[config.mk]
export PLATFORM = sky130hd
export DESIGN_NAME = chunk_loaded_addsub
export DESIGN_NICKNAME = d
export VERILOG_FILES = /design/src/rtl/chunk_loaded_addsub.sv
export SDC_FILE = /design/constraint.sdc
export NUM_CORES = 1
export LEC_CHECK = 0
export CORE_MARGIN = 5
export CORE_UTILIZATION = 45
export CTS_CLUSTER_DIAMETER = 120
export DETAILED_ROUTE_END_ITERATION = 10
export GPL_ROUTABILITY_DRIVEN = 1
export MAX_ROUTING_LAYER = met4
export PLACE_DENSITY_LB_ADDON = 0.25
export SYNTH_ARGS = -nofsm -noshare
export SYNTH_HDL_FRONTEND = slang
export SYNTH_SLANG_ARGS = --single-unit
[constraint.sdc]
create_clock -name clk -period 3.3 [get_ports clk]
set_input_delay 0.66 -clock clk [delete_from_list [all_inputs] [get_ports clk]]
set_output_delay 0.66 -clock clk [all_outputs]
set_load 0.005 [all_outputs]
[src/rtl/chunk_loaded_addsub.sv]
// Pushbutton-loaded bit-serial adder/subtractor. Operands are entered CHUNK bits
// per press and a GO press runs a WIDTH-cycle ripple through one full-adder stage.
module chunk_loaded_addsub #(
   parameter  int WIDTH  = 7,
   parameter  int CHUNK  = 4,
   localparam int NCHUNK = (WIDTH + CHUNK - 1) / CHUNK,
   localparam int PTRW   = (NCHUNK > 1) ? $clog2(NCHUNK) : 1
) (
   input  logic             clk,
   input  logic             rst,
   input  logic             PB_A,
   input  logic             PB_B,
   input  logic             PB_GO,
   input  logic             MODE,
   input  logic [CHUNK-1:0] Y,
   output logic [WIDTH-1:0] sum,
   output logic             carry,
   output logic             overflow,
   output logic             valid,
   output logic             busy,
   output logic [PTRW-1:0]  ptr_a,
   output logic [PTRW-1:0]  ptr_b
);

   localparam int CNTW = $clog2(WIDTH);

   typedef enum logic {IDLE, BUSY} state_t;

   state_t            state;
   logic              prev_a, prev_b, prev_go;
   logic [WIDTH-1:0]  op_a, op_b;
   logic [WIDTH-1:0]  sa, sb, res;
   logic              c;
   logic [CNTW-1:0]   cnt;

   logic              ev_a, ev_b, ev_go;
   logic              bit_out, c_next;

   // Writes one chunk; bit positions past WIDTH-1 simply have no target.
   function automatic logic [WIDTH-1:0] load_chunk(input logic [WIDTH-1:0] cur,
                                                   input logic [PTRW-1:0]  ptr,
                                                   input logic [CHUNK-1:0] y);
      logic [WIDTH-1:0] r;
      r = cur;
      for (int i = 0; i < WIDTH; i++) begin
         if (i / CHUNK == int'(ptr)) r[i] = y[i % CHUNK];
      end
      return r;
   endfunction

   function automatic logic [PTRW-1:0] next_ptr(input logic [PTRW-1:0] ptr);
      return (ptr == PTRW'(NCHUNK - 1)) ? '0 : ptr + PTRW'(1);
   endfunction

   always_comb begin
      ev_a    = PB_A  & ~prev_a;
      ev_b    = PB_B  & ~prev_b;
      ev_go   = PB_GO & ~prev_go;
      bit_out = sa[0] ^ sb[0] ^ c;
      c_next  = (sa[0] & sb[0]) | (sa[0] & c) | (sb[0] & c);
   end

   always_ff @(posedge clk) begin
      if (rst) begin
         state    <= IDLE;
         prev_a   <= 1'b1;
         prev_b   <= 1'b1;
         prev_go  <= 1'b1;
         op_a     <= '0;
         op_b     <= '0;
         sa       <= '0;
         sb       <= '0;
         res      <= '0;
         c        <= 1'b0;
         cnt      <= '0;
         ptr_a    <= '0;
         ptr_b    <= '0;
         sum      <= '0;
         carry    <= 1'b0;
         overflow <= 1'b0;
         valid    <= 1'b0;
         busy     <= 1'b0;
      end else begin
         prev_a  <= PB_A;
         prev_b  <= PB_B;
         prev_go <= PB_GO;
         valid   <= 1'b0;
         case (state)
            IDLE: begin
               if (ev_a) begin
                  op_a  <= load_chunk(op_a, ptr_a, Y);
                  ptr_a <= next_ptr(ptr_a);
               end
               if (ev_b) begin
                  op_b  <= load_chunk(op_b, ptr_b, Y);
                  ptr_b <= next_ptr(ptr_b);
               end
               // NOTE: non-blocking updates mean a load in the GO cycle lands after the
               // snapshot below reads op_a/op_b, so the snapshot sees the older operands.
               if (ev_go) begin
                  sa    <= op_a;
                  sb    <= MODE ? ~op_b : op_b;
                  c     <= MODE;
                  cnt   <= '0;
                  busy  <= 1'b1;
                  state <= BUSY;
               end
            end
            BUSY: begin
               res <= {bit_out, res[WIDTH-1:1]};
               c   <= c_next;
               sa  <= sa >> 1;
               sb  <= sb >> 1;
               cnt <= cnt + CNTW'(1);
               // On the MSB stage, c is the carry in and c_next the carry out.
               if (cnt == CNTW'(WIDTH - 1)) begin
                  sum      <= {bit_out, res[WIDTH-1:1]};
                  carry    <= c_next;
                  overflow <= c ^ c_next;
                  valid    <= 1'b1;
                  busy     <= 1'b0;
                  state    <= IDLE;
               end
            end
            default: state <= IDLE;
         endcase
      end
   end

endmodule

==> results of run 1 <==
-- layer usage --
layer | wire length [µm] | up-vias | global-route usage, %
li1 | - | 791 | -
met3 | 174 | 6 | 3.027
met1 | 1869 | 721 | 17.25
met2 | 1774 | 28 | 22.52
met4 | 33 | 0 | 4.561
met5 | 0 | - | -
-- through the flow --
stage	hold slack, ns	util (%)
after floorplan	0.4415	-
after global placement	0.4568	51.97
after detailed placement	0.4614	51.97
after CTS	0.4766	54.45
after global routing	0.4985	54.45
final	0.4760	54.45
-- sequential cells by signal, indices dropped and copies added (netlist names), 3 cells and up --
| register | flops |
|---|---|
| sum | 7 |
| res | 6 |
| cnt | 3 |
| sb | 7 |
| sa | 7 |
| op_a | 7 |
| op_b | 7 |
-- report_power, final --
| group | total [mW] | leakage [nW] | internal (mW) | switching, mW |
|---|---|---|---|---|
| Clock | 0.455 | 0.0612 | 0.246 | 0.210 |
| Combinational | 0.0923 | 0.419 | 0.0459 | 0.0464 |
| Sequential | 0.701 | 0.446 | 0.682 | 0.0188 |
-- how the worst min path moves through the flow --
| stage | start | endpoint | slack, ns | depth (start not counted) |
|---|---|---|---|---|
| 2_1_floorplan | res[1] | sum[0] | 0.44 | 1 |
| 3_3_place_gp | busy | busy | 0.46 | 2 |
| 3_5_place_dp | res[1] | sum[0] | 0.46 | 1 |
| 4_1_cts | sb[4] | sb[3] | 0.48 | 2 |
| 5_1_grt | busy | busy | 0.50 | 2 |
| 6_report | busy | busy | 0.48 | 2 |
-- worst min-delay path, stage by stage (launching register included) --
cell	delay [ns]
sky130_fd_sc_hd__dfxtp_1	0.33
sky130_fd_sc_hd__nand2_1	0.05
sky130_fd_sc_hd__o31ai_1	0.05
-- cells by family (layout without fill, tap and decap cells) --
logic type	Yosys count	count (layout)	share of synthesized area [%]
simple gates	84	84	20.07
mux	21	21	9.443
buf+inv	17	36	4.328
compound gates	29	29	10.34
fa+ha+maj	3	3	2.023
xor+xnor	11	11	4.329
flops	55	55	49.47
-- area by class of cell --
class	instances	area [µm²]	area share, %
multi-input cells	148	1028	39.73
well taps	67	83.83	3.238
flip-flops and latches	55	1101	42.53
clock buffers	6	82.58	3.190
clock inverters	2	35.03	1.353
inverters	2	7.507	0.2900
repair buffers	26	250.2	9.667
-- cells in the final DEF (no fill, tap or decap) --
| cell | Yosys | final |
|---|---|---|
| sky130_fd_sc_hd__nor2_1 | 30 | 30 |
| sky130_fd_sc_hd__or2_2 | 3 | 3 |
| sky130_fd_sc_hd__and4bb_1 | 2 | 2 |
| sky130_fd_sc_hd__bufinv_16 | 0 | 1 |
| sky130_fd_sc_hd__fa_1 | 1 | 1 |
| sky130_fd_sc_hd__a31oi_2 | 1 | 1 |
| sky130_fd_sc_hd__nor3b_1 | 2 | 2 |
| sky130_fd_sc_hd__nor3_1 | 1 | 1 |
| sky130_fd_sc_hd__nor2_4 | 1 | 1 |
| sky130_fd_sc_hd__nor4b_4 | 2 | 2 |
| sky130_fd_sc_hd__a22o_1 | 9 | 9 |
| sky130_fd_sc_hd__nand3b_1 | 4 | 4 |
| sky130_fd_sc_hd__xor2_1 | 8 | 8 |
| sky130_fd_sc_hd__a311oi_1 | 7 | 7 |
| sky130_fd_sc_hd__mux2i_1 | 21 | 21 |
| sky130_fd_sc_hd__buf_4 | 3 | 4 |
| sky130_fd_sc_hd__dfxtp_1 | 55 | 55 |
| sky130_fd_sc_hd__nor2b_1 | 1 | 1 |
| sky130_fd_sc_hd__a31oi_1 | 6 | 6 |
| sky130_fd_sc_hd__nand2_1 | 29 | 29 |
| sky130_fd_sc_hd__clkdlybuf4s50_1 | 0 | 22 |
| sky130_fd_sc_hd__nand2b_1 | 2 | 2 |
| sky130_fd_sc_hd__nand3_2 | 1 | 1 |
| sky130_fd_sc_hd__ha_1 | 2 | 2 |
| sky130_fd_sc_hd__clkbuf_8 | 0 | 6 |
| sky130_fd_sc_hd__xnor2_1 | 3 | 3 |
| sky130_fd_sc_hd__inv_2 | 1 | 1 |
| sky130_fd_sc_hd__a21oi_1 | 3 | 3 |
| sky130_fd_sc_hd__a21boi_0 | 1 | 1 |
| sky130_fd_sc_hd__clkinv_2 | 0 | 1 |
| sky130_fd_sc_hd__inv_1 | 1 | 1 |
| sky130_fd_sc_hd__nor3b_4 | 1 | 1 |
| sky130_fd_sc_hd__nand3_1 | 5 | 5 |
| sky130_fd_sc_hd__o31ai_1 | 1 | 1 |
| sky130_fd_sc_hd__a2111oi_1 | 1 | 1 |
==> qor_table.md, run 1 <==
| Quantity | This run | Unit |
|:---|:---|:---|
| Clock insertion delay at the later pin of the skew report | 0.30 | ns |
| Detailed Place HPWL | 2650 | µm |
| Master cell of the clock root buffer | sky130_fd_sc_hd__clkbuf_8 | - |
| Crit Path Class | register to register | - |
| Clk pin slew, worst setup/hold paths | 0.10 | ns |
| Biggest fanout along the worst timing path | 22 | - |
| Final critical-path share of the clock period | 59.40 | % |
| Post-route cell area | 0.002589 | mm² |
| Buffers inserted during post-CTS setup optimization | 0 | - |
| Proportion of layout cells with a drive suffix above 1 | 9.205 | % |
| Overall Global Routing Usage | 13.91 | % |
| Post-synthesis cell count | 220 | - |
| FF-to-FF Start | state | - |
| Fin cells | 306 | - |
| Cell with the largest stage delay on the worst path | sky130_fd_sc_hd__dfxtp_1 | - |
| Crit end category | register | - |
| Rows | 25 | - |
| Max Freq | 510.2 | MHz |
| Peak supply drop | 0.2759 | mV |
| Stages on worst setup path | 4 | - |
| Max-cap viol count | 0 | - |
| Primary FF master, synth | sky130_fd_sc_hd__dfxtp_1 | - |
| Nets | 251 | - |
| Number of sinks driven by the clock tree | 55 | - |
| Netlist area before placement | 0.002226 | mm² |
| Largest net degree at the start of global routing | 33 | - |
| Initial standard-cell utilization of the core | 46.82 | % |
| Syn-to-layout area delta | 16.30 | % |
| DP Area | 0.002471 | mm² |
| Final max-slew violation count | 0 | - |
| Launching instance or port of the critical path | state | - |
| WL final | 3851 | µm |
| Most frequently used cell type in the post-synthesis netlist | sky130_fd_sc_hd__dfxtp_1 | - |
| Library cells used by synthesis | 34 | - |
| CTS tree | yes | - |
| Area of the placeable core | 0.004755 | mm² |
| Number of global-route vias before repair | 1,476 | - |
| Setup slack on the worst flop-to-flop path | 1.34 | ns |
| Leak | 0.9263 | nW |
| Critical-path cell list | buf_4, and4bb_1, mux2i_1, nor2_1 | - |
| Count of yosys warnings during synthesis | 0 | - |
| IO Port Bufs | 22 | - |
| Iteration-0 DRC count of the detailed router | 72 | - |
| Number of nets produced by synthesis | 233 | - |
| Area of the die | 0.006453 | mm² |
| Avg Cell Area, Syn | 10.12 | µm² |
| Required time of the worst setup path | 3.49 | ns |
| Power consumption | 1.248 | mW |
| Via-to-Cell Ratio | 5.052 | - |
| Max incr delay on CP | 0.98 | ns |
| Worst path bufs/invs | 1 | - |
| Number of enable-type register cells in the synthesized netlist | 0 | - |
| Worst Reg-to-Reg Cells | 4 | - |
| Time the worst path needs with I/O delays and setup | 1.960 | ns |
| Worst Max-Slew Pin Slew | 0.9840 | ns |
| Number of hold-slack violations in the final timing report | 0 | - |
| Headroom to the max-slew limit | 34.31 | % |
| Cts-stage hold buffer count | 0 | - |
| Top delay family on crit path | flip-flops | - |
| End point of the critical path | op_b[6] | - |
| Synth async-reset ratio | 0 | % |
| RSZ-0062 raised after global routing | no | - |
| Total negative slack for setup checks | 0 | ns |
| Drt drc | 0 | - |
| Final antenna diode count | 0 | - |
| Total number of vias | 1,546 | - |
| Synth top cells by count | sky130_fd_sc_hd__dfxtp_1 (55), sky130_fd_sc_hd__nor2_1 (30), sky130_fd_sc_hd__nand2_1 (29) | - |
| Cts bufs inserted | 5 | - |
| Worst clock skew | 0.005062 | ns |
| Post-route setup slack | 1.340 | ns |
| Register area share after synthesis | 49.47 | % |
| First-pass GRT wire length | 6831 | µm |
| Clock Tree Buf Depth | 2 | - |
| Die Height | 80.33 | µm |
| Placement Setup Slack | 1.174 | ns |
| Status | completed | - |
| CTS H-tree lvls | 2 | - |
| Crit Reg-Reg Endpoint | op_b[6] | - |
| Placed insts | 298 | - |
| Cell taking the most area after synthesis | sky130_fd_sc_hd__dfxtp_1 | - |
| I/O pin cnt | 23 | - |
| Cells taking the most area after synthesis | sky130_fd_sc_hd__dfxtp_1 (49%), sky130_fd_sc_hd__mux2i_1 (9.4%), sky130_fd_sc_hd__nor2_1 (5.1%) | - |
| Power density over cell area | 482.2 | mW/mm² |
| Area fraction of the dominant cell type after synthesis | 49.47 | % |
| Setup violations, final | 0 | - |
| Gpl congestion | 0.7226 | - |
| Arrival time reported for the critical path endpoint | 2.15 | ns |
| Layout filler cell count | 454 | - |
| Post-CTS sizing | 0 | - |
| Total gr overflow | 0 | - |
| Flops & latches, synth | 55 | - |
| Die span in x | 80.33 | µm |
| Startpoint type of the worst setup path | register | - |
| Worst hold path class | register to register | - |
| Initial DRT Pass Iterations | 4 | - |
| Number of antenna violations at the first check in global routing | 0 | - |
| Antenna Nets Post-Route | 0 | - |
| Post-detailed-route wirelength per cell | 12.58 | µm |
Power figures use the tool's default switching activity.
==> run 2, diff against run 1 <==
- clock period: 3.3 -> 1.7 ns (I/O delays scaled with it)
==> qor_table.md, run 2 (synthesis results as in run 1) <==
| Quantity | This run | Unit | vs previous |
|:---|:---|:---|:---|
| Detailed Place HPWL | 2934 | µm | +11% |
| Wire length on met1 | 1987 | µm | +6.3% |
| Setup violations, final | 0 | - | unchanged |
| Antenna Nets Post-Route | 0 | - | unchanged |
| Layout filler cell count | 444 | - | -2.2% |
| Buffers inserted during post-CTS setup optimization | 0 | - | unchanged |
| Drt drc | 0 | - | unchanged |
| Biggest fanout along the worst timing path | 4 | - | -82% |
| First-pass GRT wire length | 7113 | µm | +4.1% |
| FF-to-FF Start | state | - |  |
| Highest metal used | met4 | - |  |
| Wire length on met3 | 166 | µm | -4.6% |
| Launching instance or port of the critical path | ptr_b | - |  |
| Post-CTS sizing | 0 | - | unchanged |
| Status | completed | - |  |
| Worst Max-Slew Pin Slew | 0.3904 | ns | -0.5936 ns |
| Combinational Power Share | 8.5 | % | +1.1 points |
| Rows | 25 | - | unchanged |
| Syn-to-layout area delta | 20.01 | % |  |
| Max incr delay on CP | 0.54 | ns | -0.44 ns |
| Crit end category | primary output | - |  |
| Arrival time reported for the critical path endpoint | 1.28 | ns | -0.87 ns |
| Switching power as a share of total power | 21.85 | % | -0.16 points |
| Via-to-Cell Ratio | 4.974 | - | -1.5% |
| Largest net degree at the start of global routing | 26 | - | -21% |
| Number of hold-slack violations in the final timing report | 0 | - | unchanged |
| Startpoint type of the worst setup path | register | - |  |
| Die Height | 80.33 | µm | unchanged |
| Time the worst path needs with I/O delays and setup | 1.620 | ns |  |
| Max Freq | 617.2 | MHz |  |
| Power consumption | 2.440 | mW | +95% |
| Top delay family on crit path | buffers and inverters | - |  |
| Highest-count cells in the layout ignoring fill and taps | sky130_fd_sc_hd__dfxtp_1 (55), sky130_fd_sc_hd__nor2_1 (30), sky130_fd_sc_hd__nand2_1 (29) | - |  |
| Final antenna diode count | 0 | - | unchanged |
| CTS tree | yes | - |  |
| End point of the critical path | ptr_b | - |  |
| Crit Reg-Reg Endpoint | op_b[3] | - |  |
| IO Port Bufs | 22 | - | unchanged |
| Clock insertion delay at the later pin of the skew report | 0.30 | ns | about the same |
| CTS H-tree lvls | 2 | - | unchanged |
| Worst Reg-to-Reg Cells | 4 | - | unchanged |
| Clock group share of total power | 36.0 | % | -0.5 points |
| Number of sinks driven by the clock tree | 55 | - | unchanged |
| Worst clock skew | 0.003603 | ns | -0.001460 ns |
| Proportion of layout cells with a drive suffix above 1 | 11.43 | % | +2.2 points |
| Post-detailed-route wirelength per cell | 12.98 | µm | +3.2% |
| Sequential cell fraction of total power | 55.5 | % | -0.6 points |
| Total gr overflow | 0 | - | unchanged |
| Required time of the worst setup path | 1.36 | ns | -2.13 ns |
| Total negative slack for setup checks | 0 | ns | unchanged |
| Switching power total | 533.1 | µW | +94% |
| Gpl congestion | 0.8296 | - | +15% |
| Overall Global Routing Usage | 14.42 | % | +0.51 points |
| Initial standard-cell utilization of the core | 46.82 | % | unchanged |
| Area of the placeable core | 0.004755 | mm² | unchanged |
| Placement Setup Slack | -0.01436 | ns | -1.188 ns |
| Stages on worst setup path | 1 | - | -3 |
| Peak supply drop | 0.6425 | mV | +130% |
| Clk pin slew, worst setup/hold paths | 0.09 | ns | about the same |
| Clock Tree Buf Depth | 2 | - | unchanged |
| Number of antenna violations at the first check in global routing | 0 | - | unchanged |
| Leak | 0.9693 | nW | +4.7% |
| I/O pin cnt | 23 | - | unchanged |
| Critical-path cell list | clkdlybuf4s50_1 | - |  |
| Worst path bufs/invs | 1 | - | unchanged |
| Cts bufs inserted | 5 | - | unchanged |
| Power density over cell area | 913.2 | mW/mm² | +89% |
| Post-route setup slack | 0.07968 | ns | -1.260 ns |
| Worst hold slack across all endpoints | 0.4644 | ns | -0.01167 ns |
| Nets | 257 | - | +2.4% |
| Headroom to the max-slew limit | 73.91 | % | +40 points |
| Master cell of the clock root buffer | sky130_fd_sc_hd__clkbuf_8 | - |  |
| Worst hold path class | register to register | - |  |
| WL final | 4051 | µm | +5.2% |
| Crit Path Class | register to primary output | - |  |
| Metal2 WL | 1863 | µm | +5.0% |
| Cts-stage hold buffer count | 0 | - | unchanged |
| Die span in x | 80.33 | µm | unchanged |
| Number of global-route vias before repair | 1,484 | - | +0.54% |
| Initial DRT Pass Iterations | 4 | - | unchanged |
| Final max-slew violation count | 0 | - | unchanged |
| Max-cap viol count | 0 | - | unchanged |
| Cell Int Power | 1.906 | mW | +96% |
| Total number of vias | 1,552 | - | +0.39% |
| Iteration-0 DRC count of the detailed router | 123 | - | +71% |
| Most common cell after layout, fill and taps aside | sky130_fd_sc_hd__dfxtp_1 | - |  |
| Setup slack on the worst flop-to-flop path | 0.36 | ns | -0.98 ns |
| Cell with the largest stage delay on the worst path | sky130_fd_sc_hd__clkdlybuf4s50_1 | - |  |
| Area of the die | 0.006453 | mm² | unchanged |
| RSZ-0062 raised after global routing | no | - |  |
| Final critical-path share of the clock period | 95.31 | % |  |
[run 2: worst min-delay path by stage]
stage                     startpoint      to  slack [ns]  cells after the start
after floorplan               res[1]  sum[0]        0.44                      1
after global placement          busy    busy        0.44                      2
after CTS                       busy    busy        0.47                      2
after global routing          sum[1]  sum[1]        0.50                      1
after detailed placement        busy    busy        0.45                      2
final                           busy    busy        0.46                      2
[run 2: metrics by stage]
step	std cells	utilization [%]	area [µm²]
2_1_floorplan	220	-	2226
3_3_place_gp	304	53.71	2554
3_5_place_dp	304	53.71	2554
4_1_cts	312	56.18	2671
5_1_grt	312	56.18	2671
6_report	312	56.18	2671
[run 2: cell type report]
class | instances | area, µm² | share of cell area [%]
flip-flops and latches | 55 | 1101 | 41.22
inverters | 2 | 7.507 | 0.2810
well taps | 67 | 83.83 | 3.138
clock buffers | 6 | 82.58 | 3.091
repair buffers | 32 | 332.8 | 12.46
multi-input cells | 148 | 1028 | 38.50
clock inverters | 2 | 35.03 | 1.311
[run 2: power by group through the flow]
stage                     Combinational (mW)  Clock (mW)  Sequential (mW)
final                                  0.208       0.879             1.35
after global routing                   0.232       0.969             1.36
after CTS                              0.211       0.907             1.35
after detailed placement               0.210           0             1.38
after global placement                 0.207           0             1.38
after floorplan                        0.137           0             1.38
[run 2: tightest hold or removal path, stage by stage (launching register included)]
cell and delay, ns:
sky130_fd_sc_hd__dfxtp_1 0.32, sky130_fd_sc_hd__nand2_1 0.05, sky130_fd_sc_hd__o31ai_1 0.06
[run 2: layer usage]
metal / track usage [%] / vias to the layer above
li1: - / 803
met5: - / -
met4: 3.547 / 0
met2: 22.68 / 26
met3: 3.363 / 5
met1: 18.78 / 718
